--- config.mk ---
export PLATFORM = sky130hd
export DESIGN_NAME = phrase_sequencer
export DESIGN_NICKNAME = d
export VERILOG_FILES = /design/src/rtl/phrase_sequencer.sv
export SDC_FILE = /design/constraint.sdc
export NUM_CORES = 1
export LEC_CHECK = 0
export CAP_MARGIN = 5
export CORE_ASPECT_RATIO = 0.7
export CORE_MARGIN = 2
export CORE_UTILIZATION = 30
export DETAILED_ROUTE_END_ITERATION = 10
export PLACE_DENSITY = 0.58
export SLEW_MARGIN = 25
export SYNTH_ARGS = -nofsm -noshare
export SYNTH_HDL_FRONTEND = slang
export SYNTH_SLANG_ARGS = --single-unit
export TNS_END_PERCENT = 100
--- constraint.sdc ---
create_clock -name clk -period 3.25 [get_ports clk]
set_input_delay 0.325 -clock clk [delete_from_list [all_inputs] [get_ports clk]]
set_output_delay 0.325 -clock clk [all_outputs]
set_load 0.05 [all_outputs]
--- src/rtl/phrase_sequencer.sv ---
`timescale 1ns/1ps
// ----------------------------------------------------------------------------
// phrase_sequencer
//
// Playback controller for the music datapath. It walks the phrase-ID table
// one address at a time. At each phrase boundary it latches the 5-bit phrase
// ID. It then splits every phrase into STEPS_PER_PHRASE note steps of
// TICKS_PER_STEP clock cycles each. The note/voice generators downstream
// consume phrase_id/step, and step_strobe marks each new value.
//
// Ports
//   clk          in   system clock
//   rst_n        in   asynchronous active-low reset
//   start        in   1-cycle pulse: (re)start playback from START_ADDR
//   stop         in   1-cycle pulse: abort playback, return to IDLE
//   pause        in   level: freeze playback while high
//   loop_en      in   level: at end of song, 1 = jump to LOOP_ADDR, 0 = finish
//   db_addr      out  [7:0] phrase table address (registered)
//   db_entry     in   [4:0] phrase ID for db_addr (combinational table read)
//   phrase_id    out  [4:0] phrase ID of the current phrase
//   step         out  [3:0] note step within the phrase
//   step_strobe  out  1-cycle pulse when a new phrase_id/step is presented
//   playing      out  high in FETCH and PLAY
//   mute         out  high unless in PLAY with a non-zero phrase_id
//   song_done    out  high in DONE
// ----------------------------------------------------------------------------
module phrase_sequencer #(
    parameter int TICKS_PER_STEP   = 4,
    parameter int STEPS_PER_PHRASE = 16,
    parameter int START_ADDR       = 1,
    parameter int LAST_ADDR        = 152,
    parameter int LOOP_ADDR        = 33
) (
    input  logic       clk,
    input  logic       rst_n,
    input  logic       start,
    input  logic       stop,
    input  logic       pause,
    input  logic       loop_en,
    output logic [7:0] db_addr,
    input  logic [4:0] db_entry,
    output logic [4:0] phrase_id,
    output logic [3:0] step,
    output logic       step_strobe,
    output logic       playing,
    output logic       mute,
    output logic       song_done
);

    typedef enum logic [2:0] {
        S_IDLE,
        S_FETCH,
        S_PLAY,
        S_PAUSE,
        S_DONE
    } state_t;

    localparam logic [15:0] TICK_LAST  = 16'(TICKS_PER_STEP - 1);
    localparam logic [3:0]  STEP_LAST  = 4'(STEPS_PER_PHRASE - 1);
    localparam logic [7:0]  ADDR_START = 8'(START_ADDR);
    localparam logic [7:0]  ADDR_LAST  = 8'(LAST_ADDR);
    localparam logic [7:0]  ADDR_LOOP  = 8'(LOOP_ADDR);

    state_t      r_state;
    logic [7:0]  r_db_addr;
    logic [4:0]  r_phrase_id;
    logic [3:0]  r_step;
    logic [15:0] r_tick_cnt;
    logic        r_step_strobe;

    // Command priority is stop > start > pause. Any state accepts start,
    // so a start while playing is a restart from START_ADDR.
    always_ff @(posedge clk or negedge rst_n) begin
        if (!rst_n) begin
            r_state       <= S_IDLE;
            r_db_addr     <= 8'd0;
            r_phrase_id   <= 5'd0;
            r_step        <= 4'd0;
            r_tick_cnt    <= 16'd0;
            r_step_strobe <= 1'b0;
        end else begin
            r_step_strobe <= 1'b0;
            if (stop) begin
                r_state     <= S_IDLE;
                r_db_addr   <= 8'd0;
                r_phrase_id <= 5'd0;
                r_step      <= 4'd0;
                r_tick_cnt  <= 16'd0;
            end else if (start) begin
                r_db_addr <= ADDR_START;
                r_state   <= S_FETCH;
            end else begin
                case (r_state)
                    S_FETCH: begin
                        // FETCH is tick 0 of step 0. This keeps every phrase
                        // exactly STEPS_PER_PHRASE*TICKS_PER_STEP cycles long.
                        // A pause here is deferred to the next PLAY cycle.
                        r_phrase_id   <= db_entry;
                        r_step        <= 4'd0;
                        r_tick_cnt    <= 16'd1;
                        r_step_strobe <= 1'b1;
                        r_state       <= S_PLAY;
                    end
                    S_PLAY: begin
                        if (pause) begin
                            r_state <= S_PAUSE;
                        end else if (r_tick_cnt == TICK_LAST) begin
                            r_tick_cnt <= 16'd0;
                            if (r_step < STEP_LAST) begin
                                r_step        <= r_step + 4'd1;
                                r_step_strobe <= 1'b1;
                            end else if (r_db_addr < ADDR_LAST) begin
                                // The < compare keeps the address from passing
                                // LAST_ADDR or wrapping through 255.
                                r_db_addr <= r_db_addr + 8'd1;
                                r_state   <= S_FETCH;
                            end else if (loop_en) begin
                                r_db_addr <= ADDR_LOOP;
                                r_state   <= S_FETCH;
                            end else begin
                                r_state <= S_DONE;
                            end
                        end else begin
                            r_tick_cnt <= r_tick_cnt + 16'd1;
                        end
                    end
                    S_PAUSE: begin
                        // The counters stay frozen, so playback resumes from
                        // the held tick_cnt.
                        if (!pause) begin
                            r_state <= S_PLAY;
                        end
                    end
                    default: begin
                        // IDLE and DONE wait for start or stop.
                    end
                endcase
            end
        end
    end

    assign db_addr     = r_db_addr;
    assign phrase_id   = r_phrase_id;
    assign step        = r_step;
    assign step_strobe = r_step_strobe;

    // These outputs are decoded from the registered state.
    assign playing   = (r_state == S_FETCH) || (r_state == S_PLAY);
    assign mute      = !((r_state == S_PLAY) && (r_phrase_id != 5'd0));
    assign song_done = (r_state == S_DONE);

endmodule
==> impl_metrics.tcl <==
set metrics [dict create \
    status "finished, final reports clean" \
    cts_tree "yes" \
    cp_top_family "simple AND/OR/NAND/NOR gates" \
    cts_buffer_depth 2 \
    timing.critical_path.buf_inv 0 \
    drt_iter0_markers 102 \
    grt_max_degree 38 \
    p_switching_w 0.000225 \
    skew_ns 0.00975 \
    synth_xor_area_share_pct 5.95 \
    fin_hold_ws_ns 0.144 \
    swShare_pct 23.2 \
    rows 25 \
    cts_root_buffer "clkbuf_8" \
    cts_setup_buffers 0 \
    fin_crit_sh_pct 86.9 \
    insertion_delay_ns 0.29 \
    antenna_cells 0 \
    place_congestion 0.776 \
    drt_wl_total_um 4810 \
    core_um2 6690 \
    path_cells "or4_1 > or4_1 > or4b_4 > or4_1 > a21oi_1" \
    numCtsBuffers 5 \
    fin_crit_ns 2.82 \
    vias 1766 \
    grt-ovfl-total 0 \
    antenna_found_initial 0 \
    power.share.combinational_pct 8.6 \
    cp-start-kind "register" \
    syn2layout_area_growth_pct 26.1 \
    synthCells 226 \
    design_power_total_w 0.000970 \
    vdd.ir_drop.worst_uv 158 \
    internal_power_w 0.000745 \
    cts.clk_slew.worst_paths_ns 0.08 \
    cts-resized-gates 0 \
    hold_violations 0 \
    power_density_nw_per_um2 373 \
    ys_types 42 \
    dp_hpwl_um 3490 \
    worst-path-stages 5 \
    cts.htree.levels 2 \
    grt_setup_unrepaired "false" \
    synth_top_family_by_area "simple AND/OR/NAND/NOR gates" \
    avgSynthCellArea_um2 9.12 \
    grt_util_all_layers_pct 14.2 \
    final_net_count 274 \
    clkSinkCount 37 \
    ctsHoldBuffers 0 \
    setup_viol 0 \
    fmax_mhz 354 \
    ys_seq_elements 37 \
    rr_worst_depth 5 \
    synthAdderAreaFrac_pct 1.82 \
    crit_type "register to register" \
    remaining_drc_errors 0 \
    max_stage_delay_ns 0.61 \
    p_leak_nw 1.02 \
    die_area_um2 7560 \
    grt_pass1_wl_um 8380 \
    relSlewSlack_pct 44.2 \
    ant_nets 0 \
    path_max_fanout 7 \
    synth_area_um2 2060 \
    grt_pass1_vias 1712 \
    sequentialPowerShare_pct 48.6 \
    async_flop_share_pct 100 \
    slew_viol_final 0 \
    port_buffers 31 \
    avgRoutedWirePerCell_um 13.6 \
    start_util_pct 30.8 \
    yosysSeqAreaShare_pct 44.9 \
    clockPowerShare_pct 42.8 \
    tns_ns 0 \
    die_w_um 103 \
    required_ns 3.46 \
    hold_class "primary input to asynchronous set/reset pin" \
    critPathCaptureType "register" \
    cpMostUsedCell "or4_1" \
    routed_via_density 4.97 \
    yosysWarnings 0 \
    ys.flop_type "dfrtp_1" \
    tightest_slew_ns 0.838 \
    cp.arrival_ns 3.03 \
    drive_gt1_share_pct 6.90 \
    muxShareOfSynthArea_pct 2.91 \
    synth_edf_count 0 \
    die_h_um 73.3 \
    io_pins 32 \
    syn_nets 240 \
    cap_viol_max_count 0 \
    synth_compound_area_share_pct 13.1 \
    yosys.area_share.simple_pct 29.4 \
    drt_pass1_iterations 6 \
    slowest_stage "or4b_4" \
]
[path summary, 6_finish.rpt]
check,to,from,slack [ns]
max,db_addr[6],r_tick_cnt[4],0.43
min,db_addr[1],rst_n,0.14
max reg2reg,db_addr[6],r_tick_cnt[4],0.43
min reg2reg,r_tick_cnt[15],r_tick_cnt[15],0.55
max in group asynchronous,r_tick_cnt[15],rst_n,2.58
min in group clk,r_tick_cnt[15],r_tick_cnt[15],0.55
[cell usage in the layout (no fill, tap or decap), types with 3 or more instances in the layout]
cell type	instances
a21oi_1	13
and3_1	5
and4_1	3
buf_4	3
clkbuf_8	6
clkdlybuf4s50_1	30
dfrtp_1	37
ha_1	3
inv_1	3
mux2i_1	6
nand2_1	13
nand2b_1	6
nand3_1	11
nand4_1	3
nand4b_1	4
nor2_1	33
nor2b_1	4
nor3_1	8
nor4_1	6
o21ai_0	17
or4_1	4
xnor2_1	10
xor2_1	4
[through the flow]
stage               setup WS (ns)  cells  util [%]  area (µm²)
detailed placement          0.423    347      37.0        2480
global route                0.302    355      38.8        2600
global placement            0.452    347      37.0        2480
CTS                         0.439    355      38.8        2600
floorplan                   0.625    226         -        2060
finish                      0.427    355      38.8        2600
[sequential cells by signal, summed over array words and instances (netlist names)]
name / flops
step_strobe: 1
db_addr: 8
r_state: 3
step: 4
r_tick_cnt: 16
phrase_id: 5
[area by class of cell]
type                       instances  area (µm²)
multi-input combinational        179        1100
fill                             697        4100
inverter                           3        11.3
clock buffer                       6        82.6
tap                               94         118
timing repair buffer              34         328
sequential                        37         926
clock inverter                     2        37.5
[cells in the mapped netlist (2+ instances only)]
cell      instances  share of area, %
or3_1             2              0.61
nand3_1          11               2.7
and4_1            3               1.3
o21bai_1          2              0.73
inv_1             3              0.55
dfrtp_1          37                45
o21ai_0          17               4.1
nand4_1           3              0.91
nor4_1            6               1.8
xor2_1            4               1.7
nor3_1            8               1.9
o21a_1            2              0.73
nor2_1           33               6.0
nand4b_1          4               1.7
a211oi_1          2              0.73
nand2_1          13               2.4
xnor2_1          10               4.2
nand2b_1          6               1.8
or4_1             4               1.5
ha_1              3               1.8
clkbuf_1          6               1.1
nor3b_1           2              0.73
nor2b_1           4               1.2
and3_1            5               1.5
a31oi_1           2              0.61
a21oi_1          13               3.2
mux2i_1           6               2.9
[worst register-to-register path, delay by kind of cell, from the launching register on]
kind	cells	cell delay [ns]
simple gates	4	2.17
flops	1	0.43
compound gates	1	0.14
[cells by family (layout without fill, tap and decap cells)]
family,count (synthesis),count (layout)
fa+ha+maj,3,3
flops,37,37
xor+xnor,14,14
compound gates,45,45
simple gates,111,111
buf+inv,10,45
mux,6,6
[power by group through the flow]
| stage | logic [W] | registers, W | clock network [W] |
|---|---|---|---|
| 6_report | 0.0000837 | 0.000471 | 0.000415 |
| 4_1_cts | 0.0000853 | 0.000471 | 0.000426 |
| 3_5_place_dp | 0.0000849 | 0.000481 | 0 |
| 2_1_floorplan | 0.0000347 | 0.000489 | 0 |
| 3_3_place_gp | 0.0000849 | 0.000480 | 0 |
| 5_1_grt | 0.0000926 | 0.000473 | 0.000451 |
[layer usage]
metal  vias up  share of wire, %  track usage, %
li1        896                 -               -
met1       822                55            22.2
met2        43                39            19.6
met3         5               4.3            3.33
met4         0              0.94            3.51
met5         -                 0               0
Power figures use the tool's default switching activity.
